--- src/rtl/param_step_counter_pkg.sv ---
// Shared constants and types for the step counter and every block that drives it.
package param_step_counter_pkg;

  localparam logic DIR_UP   = 1'b0;
  localparam logic DIR_DOWN = 1'b1;

  typedef enum logic {
    OP_ADD = 1'b0,
    OP_SUB = 1'b1
  } inc_op_e;

endpackage

--- src/rtl/param_incrementer.sv ---
// Combinational WIDTH-bit add/subtract of an operand, with carry-out on add
// and borrow-out on subtract.
module param_incrementer
  import param_step_counter_pkg::*;
#(
  parameter int WIDTH = 10
) (
  input  logic [WIDTH-1:0] a_i,
  input  logic [WIDTH-1:0] b_i,
  input  inc_op_e          op_i,
  output logic [WIDTH-1:0] result_o,
  output logic             flow_o
);

  logic [WIDTH:0] ext;

  // The extra MSB holds the carry for add, and the borrow (b > a) for subtract.
  always_comb begin
    if (op_i == OP_SUB) ext = {1'b0, a_i} - {1'b0, b_i};
    else                ext = {1'b0, a_i} + {1'b0, b_i};
  end

  assign result_o = ext[WIDTH-1:0];
  assign flow_o   = ext[WIDTH];

endmodule

--- src/rtl/param_step_counter.sv ---
// Registered up/down step counter with load, clear, wrap/saturate modes,
// a one-cycle carry pulse and a sticky overflow flag.
module param_step_counter
  import param_step_counter_pkg::*;
#(
  parameter int               WIDTH       = 10,
  parameter int               STEP_W      = 4,
  parameter int               SATURATE    = 0,
  parameter logic [WIDTH-1:0] RESET_VALUE = '0
) (
  input  logic              clk,
  input  logic              rst_n,
  input  logic              clr,
  input  logic              load,
  input  logic [WIDTH-1:0]  load_value,
  input  logic              count_en,
  input  logic              dir,
  input  logic [STEP_W-1:0] step,
  input  logic              ovf_clr,
  output logic [WIDTH-1:0]  count,
  output logic              carry,
  output logic              ovf_sticky,
  output logic              at_max,
  output logic              at_min
);

  logic [WIDTH-1:0] count_q, count_d;
  logic             carry_q, carry_d;
  logic             ovf_q, ovf_d;
  logic [WIDTH-1:0] step_ext;
  logic [WIDTH-1:0] inc_result;
  logic             inc_flow;
  inc_op_e          inc_op;

  assign step_ext = WIDTH'(step);
  assign inc_op   = (dir == DIR_DOWN) ? OP_SUB : OP_ADD;

  param_incrementer #(
    .WIDTH(WIDTH)
  ) u_inc (
    .a_i     (count_q),
    .b_i     (step_ext),
    .op_i    (inc_op),
    .result_o(inc_result),
    .flow_o  (inc_flow)
  );

  // NOTE: every output of this block is given a default first, so no path leaves it unassigned and no latch is inferred.
  always_comb begin
    count_d = count_q;
    carry_d = 1'b0;
    ovf_d   = ovf_q;
    if (ovf_clr) ovf_d = 1'b0;
    if (clr) begin
      count_d = RESET_VALUE;
      ovf_d   = 1'b0;
    end else if (load) begin
      count_d = load_value;
    end else if (count_en) begin
      count_d = inc_result;
      if (inc_flow) begin
        carry_d = 1'b1;
        ovf_d   = 1'b1;  // a new overflow beats a coincident ovf_clr
        if (SATURATE != 0) count_d = (dir == DIR_DOWN) ? '0 : '1;
      end
    end
  end

  // NOTE: registers use non-blocking assignments so all state updates together at the edge.
  always_ff @(posedge clk or negedge rst_n) begin
    if (!rst_n) begin
      count_q <= RESET_VALUE;
      carry_q <= 1'b0;
      ovf_q   <= 1'b0;
    end else begin
      count_q <= count_d;
      carry_q <= carry_d;
      ovf_q   <= ovf_d;
    end
  end

  assign count      = count_q;
  assign carry      = carry_q;
  assign ovf_sticky = ovf_q;
  assign at_max     = &count_q;
  assign at_min     = ~|count_q;

endmodule

--- config.mk ---
export PLATFORM = sky130hd
export DESIGN_NAME = param_step_counter
export DESIGN_NICKNAME = d
export VERILOG_FILES = /design/src/rtl/param_step_counter_pkg.sv /design/src/rtl/param_incrementer.sv /design/src/rtl/param_step_counter.sv
export SDC_FILE = /design/constraint.sdc
export NUM_CORES = 1
export LEC_CHECK = 0
export BUFFER_PORTS_ARGS = -buffer_cell sky130_fd_sc_hd__buf_4
export CAP_MARGIN = 30
export CORE_MARGIN = 1.5
export CORE_UTILIZATION = 54
export CTS_BUF_LIST = sky130_fd_sc_hd__clkbuf_8
export DETAILED_ROUTE_END_ITERATION = 8
export PLACE_DENSITY = 0.82
export SLEW_MARGIN = 5
export SYNTH_ARGS = -nofsm -noshare
export SYNTH_HDL_FRONTEND = slang
export SYNTH_HIERARCHICAL = 1
export SYNTH_SLANG_ARGS = --single-unit
--- constraint.sdc ---
create_clock -name clk -period 3.2 [get_ports clk]
set_clock_uncertainty 0.15 [all_clocks]
set_input_delay 0.16 -clock clk [delete_from_list [all_inputs] [get_ports clk]]
set_output_delay 0.16 -clock clk [all_outputs]
set_load 0.05 [all_outputs]
=== Word level (Yosys, flattened, before mapping) ===
Index checks and enable logic that the tools add are counted.

* Word-level logic and storage cells: 23
* Bits in registers: 12
* Input bits: 21
* Output and inout port bits: 14

* $add $sub $neg: 2
* Reductions and logical operators: 4
* Muxes and demuxes: 14

{| class="wikitable"
|+ Operator list
! kind !! number
|-
| two-way mux 10 bit || 3
|-
| adder 10 x 4 -> 11 bit || 1
|-
| two-way mux 11 bit || 1
|-
| subtractor 10 x 4 -> 11 bit || 1
|-
| two-way mux 1 bit || 10
|-
| AND reduction 10 bit || 1
|-
| OR reduction 10 bit || 1
|-
| nonzero test 3 bit || 1
|-
| zero test 1 bit || 1
|}

=== Longest topological paths before layout ===
Gate-level depths: netlist (run 1).

* Word-level depth: 6
* Mapped depth: 12
* Mapped depth without buffers: 12

=== Modules after synthesis ===
Netlist (run 1), hierarchy kept.

{| class="wikitable"
|+ By module, submodules not included
! module !! sequential area each (sq um) !! cells each !! area each (sq um) !! instances
|-
| param_incrementer || 0.0 || 85 || 655.6 || 1
|-
| param_step_counter || 300.3 || 57 || 634.4 || 1
|}

=== Least setup slack after synthesis (run 1) ===
Ideal clock, no wire load.

* Path kind: reg-to-reg
* From: reg count_q[0], in the netlist count[0]
* To: reg count_q[8], in the netlist count[8]
* Path buffers: 0
* Setup time: 0.094 ns
* Setup slack: 0.434 ns
* Data required time: 2.956 ns
* Cell stages (with the launch flop): 12
* Data arrival time: 2.522 ns
* Path through: dfrtp_1 -> inv_1 -> ha_1 -> inv_1 -> fa_1 -> a21o_1 -> a2111oi_4 -> o21bai_1 -> a21oi_2 -> xnor2_1 -> mux2i_1 -> a211oi_1

* Word-level cells in the longest chain between the ends: 5
* Elaborated cells between the ends (all ways): 6

{| class="wikitable"
|+ Ends and longest elaborated chain
! item !! RTL line !! source
|-
| from (decl) || param_step_counter.sv:27 || <nowiki>logic [WIDTH-1:0] count_q, count_d;</nowiki>
|-
| from (signal assigned) || param_step_counter.sv:76 || <nowiki>count_q <= count_d;</nowiki>
|-
| adder 10 x 4 -> 11 bit / subtractor 10 x 4 -> 11 bit (equally long branches) || param_incrementer.sv:20, param_incrementer.sv:19 ||
|-
| two-way mux 11 bit * || param_incrementer.sv:19 || <nowiki>if (op_i == OP_SUB) ext = {1'b0, a_i} - {1'b0, b_i};</nowiki>
|-
| net inc_result[8] || param_step_counter.sv:31 || <nowiki>logic [WIDTH-1:0] inc_result;</nowiki>
|-
| two-way mux 10 bit * || param_step_counter.sv:59 || <nowiki>end else if (count_en) begin</nowiki>
|-
| two-way mux 10 bit * || param_step_counter.sv:57 || <nowiki>end else if (load) begin</nowiki>
|-
| two-way mux 10 bit * || param_step_counter.sv:54 || <nowiki>if (clr) begin</nowiki>
|}

Mark *: on every way through the listed nets, which the timed path passes. The rest lies on a longest branch. The select of a mux whose other input is x is not followed.
A chain may end at the register's enable or synchronous reset.

=== Worst setup path in the final report (run 1) ===
* From: reg count_q[0], in the netlist count[0]
* To: reg ovf_q, in the netlist ovf_sticky

* Word-level cells in the longest chain between the ends: 6
* Elaborated cells between the ends (all ways): 7

{| class="wikitable"
|+ Ends and longest elaborated chain
! item !! RTL line !! source
|-
| adder 10 x 4 -> 11 bit / subtractor 10 x 4 -> 11 bit (equally long branches) || param_incrementer.sv:20, param_incrementer.sv:19 ||
|-
| two-way mux 11 bit * || param_incrementer.sv:19 ||
|-
| net inc_flow || param_step_counter.sv:32 || <nowiki>logic inc_flow;</nowiki>
|-
| two-way mux 1 bit * || param_step_counter.sv:61 || <nowiki>if (inc_flow) begin</nowiki>
|-
| two-way mux 1 bit * || param_step_counter.sv:59 ||
|-
| two-way mux 1 bit * || param_step_counter.sv:57 ||
|-
| two-way mux 1 bit * || param_step_counter.sv:54 ||
|-
| net ovf_d || param_step_counter.sv:29 || <nowiki>logic ovf_q, ovf_d;</nowiki>
|-
| to (signal assigned) || param_step_counter.sv:78 || <nowiki>ovf_q <= ovf_d;</nowiki>
|-
| to (decl) || param_step_counter.sv:29 ||
|}

Mark *: on every way through the listed nets, which the timed path passes. The rest lies on a longest branch.

==> results of run 1 <==
==> cells in the mapped netlist (all sizes together) <==
cell type,number
nand2,1
a2111oi,1
a21o,4
nor4bb,1
nor2b,11
dfrtp,12
conb,1
o21ai,4
clkbuf,3
inv,9
xnor2,11
mux2i,11
nand2b,2
nand4,3
xor2,5
or3,1
nor4,2
fa,1
ha,12
a31oi,4
a21oi,8
nand3,1
a41oi,1
o21a,1
nor3,5
a211oi,10
nor2,7
o211ai,1
and3,3
and2,1
buf,1
o31a,1
or4,2
o21bai,1
==> critical path: cells and delay by family (launching register included) <==
kind | cells | cell delay [ns]
AO/OA/AOI/OAI | 5 | 1.02
XOR/XNOR | 1 | 0.15
adder cells (fa/ha/maj) | 2 | 0.58
buffers and inverters | 2 | 0.14
flip-flops | 1 | 0.42
AND/OR/NAND/NOR | 1 | 0.36
==> how the worst max path moves through the flow <==
stage / from / endpoint / slack, ns / cells after the start
2_1_floorplan: count[0]$_DFFE_PN0P_ / count[8]$_DFFE_PN0P_ / 0.43 / 11
3_3_place_gp: step[2] / ovf_sticky$_DFF_PN0_ / 0.38 / 13
3_5_place_dp: step[2] / ovf_sticky$_DFF_PN0_ / 0.25 / 13
4_1_cts: count[0]$_DFFE_PN0P_ / ovf_sticky$_DFF_PN0_ / 0.33 / 11
5_1_grt: count[0]$_DFFE_PN0P_ / ovf_sticky$_DFF_PN0_ / 0.17 / 11
6_report: count[0]$_DFFE_PN0P_ / ovf_sticky$_DFF_PN0_ / 0.34 / 11
==> routing by layer <==
layer / share of wire / up-vias / track usage
met5: 0 / - / 0
met4: 0.020 / 0 / 0.1053
met3: 0.044 / 7 / 0.02299
met2: 0.50 / 31 / 0.4662
met1: 0.43 / 549 / 0.3025
li1: - / 609 / -
==> sequential cells by signal, summed over array words and instances, names as in the netlist <==
| register | count |
|---|---|
| count | 10 |
| ovf_sticky | 1 |
| carry | 1 |
==> placed cells by master, fill, tap and decap left out, types with 2 or more instances in the layout <==
cell type	n
buf_4	35
conb_1	18
dfrtp_1	12
ha_1	12
mux2i_1	11
nor2b_1	11
xnor2_1	11
a211oi_1	10
inv_1	9
nor2_1	7
a21oi_1	6
nor3_1	5
xor2_1	5
a21o_1	4
clkbuf_8	4
a31oi_1	4
nand4_1	3
o21ai_0	3
and3_1	2
a21oi_2	2
nand2b_1	2
==> power breakdown <==
group,internal [mW],switching [mW],leakage [nW]
Combinational,0.158,0.205,0.658
Clock,0.109,0.0554,0.0288
Sequential,0.167,0.0234,0.156
==> per-stage QoR <==
stage          hold WS (ns)  cells    util  instance area (um2)  setup slack (ns)
3_5_place_dp        -0.1467    218  0.7311                 1633            0.2453
3_3_place_gp        -0.1469    218  0.7311                 1633            0.3753
6_report            0.02857    223  0.7602                 1698            0.3394
5_1_grt             0.03191    223  0.7602                 1698            0.1657
2_1_floorplan       -0.2856    159       -                 1354            0.4340
4_1_cts             0.01985    223  0.7602                 1698            0.3323
==> kinds of logic (layout without fill, tap and decap cells) <==
kind of cell	Yosys count	in the layout	share of synthesized area
compound gates	36	36	0.2085
xor+xnor	16	16	0.1086
fa+ha+maj	13	13	0.1319
buf+inv	13	49	0.04074
flops	12	12	0.2328
mux	11	11	0.08536
other cells	1	18	0.002907
simple gates	40	40	0.1891
==> layout make-up <==
type | count | area [um2]
inverters | 9 | 33.78
flip-flops and latches | 12 | 300.3
fillers | 166 | 535.5
repair buffers | 36 | 272.8
well taps | 28 | 35.03
clock buffers | 4 | 55.05
multi-input cells | 134 | 1001
==> metrics.cfg, run 1 <==
[hold_path]
min_from=clr
whs_path_depth=2
min_to=count[7]$_DFFE_PN0P_
min-delay-path-class=in -> reg

[critical_path]
critical_path.endpoint_type=flip-flop
r2r_slack_ns=0.34
crit_arrival_ns=2.89
startpoint_type=flip-flop
path_class=reg -> reg
cp_cell_sequence=inv_1 > ha_1 > inv_1 > fa_1 > a21o_1 > a2111oi_4 > o21ai_2 > a21oi_2 > xor2_1 > nor4bb_1 > a21o_1
r2r-start=count[0]$_DFFE_PN0P_
rr_endpoint=ovf_sticky$_DFF_PN0_
rr_worst_depth=11
cp_slowest_cell=dfrtp_1
critical-path-max-stage-delay_ns=0.42
cp.required_ns=3.23
path_max_fanout=5

[clock_network]
cts.sinks=12
cts_resized=0
post_cts_buffers=0
cts_buffers=3
htree_levels=1
cts_tree=done
clock_latency_ns=0.24
cts_root_buf=clkbuf_8
ctsHoldBuffers=1
clk_path_buf_depth=2
cts.clk_slew.worst_paths_ns=0.05

[timing]
max_freq_ghz=0.3496
finalMaxSlewViolations=0
hold_viol=0
rsz0062_at_grt=false
tns_ns=0
setup_violations=0
period_share=0.8939
period_minus_slack_ns=2.861

[logic_synthesis]
yosysTopAreaCellShare=0.2328
yosys.area.top_type=dfrtp_1
yosysWarnings=6
ys_seq_area_frac=0.2328
synth.avg_cell_area_um2=9.084
netlist_area_mm2=0.001290
synth_cell_types=39
synth-seq-cells=12
syn_inst=142
ys_top_cells_by_area=dfrtp_1, ha_1, mux2i_1

[route]
routed_wl_um=2951
num_vias=1196
ant_nets=0
dr.pass1.iters=4
drt-initial-drc-count=17
drc=0
avgViaCountPerCell=5.363
avgRoutedWirePerCell_um=13.23

[place]
dpl.hpwl_um=2487
gp_congestion=0.8307
io_buffers=34

[global_route]
grt_pass1_vias=1183
grt_max_degree=13
grt_pass1_wl_um=5140
antenna_found_initial=0
grt_use_total=0.2555
overflow=0

[power_and_ir_drop]
power_leakage_nw=0.8424
power_density_mw_per_mm2=422.5
ir_drop_mv=0.3161
finalPower_mw=0.7174

[layout]
drive_gt1_frac=0.2359
nets=230
diodes=0
syn2layout_area_growth_pct=31.62

[die]
core_area_mm2=0.002233
initial_core_util=0.5776
std_cell_rows=17
die_h_um=51.88
pin_count=35
dieArea_mm2=0.002691
die_w_um=51.88

[run]
maxCapViolations=0

[run_status]
status=finished, final reports clean

(Power assumes the default switching activity.)
==> run 2, diff against run 1 <==
--- a/config.mk
+++ b/config.mk
@@ -8,10 +8,10 @@
 export BUFFER_PORTS_ARGS = -buffer_cell sky130_fd_sc_hd__buf_4
 export CAP_MARGIN = 30
 export CORE_MARGIN = 1.5
-export CORE_UTILIZATION = 54
+export CORE_UTILIZATION = 49
 export CTS_BUF_LIST = sky130_fd_sc_hd__clkbuf_8
 export DETAILED_ROUTE_END_ITERATION = 8
-export PLACE_DENSITY = 0.82
+export PLACE_DENSITY = 0.78
 export SLEW_MARGIN = 5
 export SYNTH_ARGS = -nofsm -noshare
 export SYNTH_HDL_FRONTEND = slang
==> constraint.sdc (replaced) <==
create_clock -name clk -period 2.4 [get_ports clk]
set_clock_uncertainty 0.15 [all_clocks]
set_input_delay 0.12 -clock clk [delete_from_list [all_inputs] [get_ports clk]]
set_output_delay 0.12 -clock clk [all_outputs]
set_load 0.05 [all_outputs]
==> run 2 against run 1 <==
  * The run now ends with negative setup slack left
  * Cell area increased by 18%
  * Maximum frequency increased by 11%
  * Utilization increased by 5.1 points
  * Global-route usage increased by 2.2 points
  * Via count increased by 18%
  * Largest cell class unchanged
  * Largest power group unchanged
==> metrics.cfg, run 2 (synthesized netlist as in run 1, its figures left out) <==
[die]
die_w_um=54.31
die_h_um=54.31
std_cell_rows=18
core_area_mm2=0.002477
dieArea_mm2=0.002950
pin_count=35
initial_core_util=0.5207

[run_status]
violations=negative setup slack
status=finished with violations

[layout]
final_cell_mix=buf_4, conb_1, nor2b_1
largest_reg_flops=10
diodes=0
syn2layout_area_growth_pct=55.77
layout_commonest_cell=buf_4
fin_util=0.8111
nets=261
drive_gt1_frac=0.4071

[route]
avgRoutedWirePerCell_um=15.07
num_vias=1413
drc=0
routed_wl_um=3858
drt-initial-drc-count=30
ant_nets=0
dr.pass1.iters=4
avgViaCountPerCell=5.520

[global_route]
grt_pass1_wl_um=5809
grt_pass1_vias=1326
antenna_found_initial=0
grt_use_total=0.2776
overflow=0
grt_max_degree=13

[clock_network]
cts_tree=done
clock_latency_ns=0.25
cts.clk_slew.worst_paths_ns=0.06
clk_path_buf_depth=2
cts_buffers=3
cts.sinks=12
htree_levels=1
cts_root_buf=clkbuf_8

[timing]
finalMaxSlewViolations=0
fin_ws_ns=-0.1830
tns_ns=-0.4814
period_minus_slack_ns=2.583
max_freq_ghz=0.3871
setup_violations=4
rsz0062_at_grt=true
period_share=1.076
hold_viol=0

[critical_path]
rr_endpoint=ovf_sticky$_DFF_PN0_
path_class=reg -> reg
critical_path.endpoint_type=flip-flop
crit_arrival_ns=2.62
startpoint_type=flip-flop
rr_worst_depth=11
path_max_fanout=3
cp.required_ns=2.44
r2r_slack_ns=-0.18
r2r-start=count[0]$_DFFE_PN0P_

[power_and_ir_drop]
power_switching_share=0.3959
p_sw_mw=0.4372
pwr-share-comb=0.577
p_int_mw=0.6670
power_leakage_nw=1.011
pwr-share-seq=0.220
ir_drop_mv=0.5619
clockPowerShare=0.203
power_density_mw_per_mm2=549.5

[place]
io_buffers=34
gp_congestion=0.7854
dpl.hpwl_um=2973

[run]
maxCapViolations=0

[hold_path]
min_from=clr
min_to=count[9]$_DFFE_PN0P_
min-delay-path-class=in -> reg
whs_path_depth=2

run 2: worst max-delay path by stage:
stage | startpoint | cells after the start | slack (ns) | end
floorplan | count[0]$_DFFE_PN0P_ | 11 | -0.26 | count[8]$_DFFE_PN0P_
global placement | step[2] | 13 | -0.18 | count[8]$_DFFE_PN0P_
detailed placement | step[2] | 13 | -0.35 | ovf_sticky$_DFF_PN0_
CTS | count[0]$_DFFE_PN0P_ | 11 | -0.14 | ovf_sticky$_DFF_PN0_
global route | count[0]$_DFFE_PN0P_ | 11 | -0.31 | ovf_sticky$_DFF_PN0_
finish | count[0]$_DFFE_PN0P_ | 11 | -0.18 | ovf_sticky$_DFF_PN0_
run 2: power groups by stage:
stage / logic, mW / registers (mW) / clock network, mW
after floorplan: 0.296 / 0.319 / 0
after global placement: 0.557 / 0.245 / 0
after detailed placement: 0.585 / 0.246 / 0
after CTS: 0.612 / 0.243 / 0.222
after global routing: 0.683 / 0.245 / 0.231
final: 0.637 / 0.243 / 0.224
run 2: worst max-delay path, stage by stage (launching register included):
cell	delay [ns]
dfrtp_2	0.42
inv_2	0.07
ha_4	0.12
inv_2	0.04
fa_2	0.35
a21o_1	0.20
a2111oi_4	0.40
o21ai_2	0.11
a21oi_2	0.15
xor2_1	0.15
nor4bb_4	0.24
a21o_1	0.13
run 2: metrics by stage:
step           hold WS, ns  cell area, um2  instances  setup slack, ns  power (mW)
2_1_floorplan      -0.3256            1378        159          -0.2587      0.6152
3_3_place_gp       -0.1870            1862        247          -0.1846      0.8026
3_5_place_dp       -0.1866            1862        247          -0.3540      0.8317
4_1_cts           0.004796            1976        255          -0.1420       1.076
5_1_grt            0.01720            2009        256          -0.3056       1.159
6_report          0.005454            2009        256          -0.1830       1.104
run 2: layer usage:
layer | global-route usage | vias up | wire length (um)
met5 | 0 | - | 0
met4 | 0.1083 | 0 | 65
met3 | 0.01639 | 9 | 135
met2 | 0.5321 | 42 | 2079
met1 | 0.3155 | 690 | 1577
li1 | - | 672 | -
run 2: area by class of cell:
cell class,instances,area (um2)
flip-flops and latches,12,302.8
repair buffers,67,511.7
fillers,159,467.9
clock buffers,4,55.05
inverters,9,33.78
multi-input cells,134,1069
well taps,30,37.54
run 2: timing repair:
item                                    CTS  global route
gates resized for setup                   5             7
hold endpoints to repair                 13             0
pin swaps                                 9             4
hold buffers                              2             0
buffers inserted                          2             1
endpoints found under the setup margin    5             7
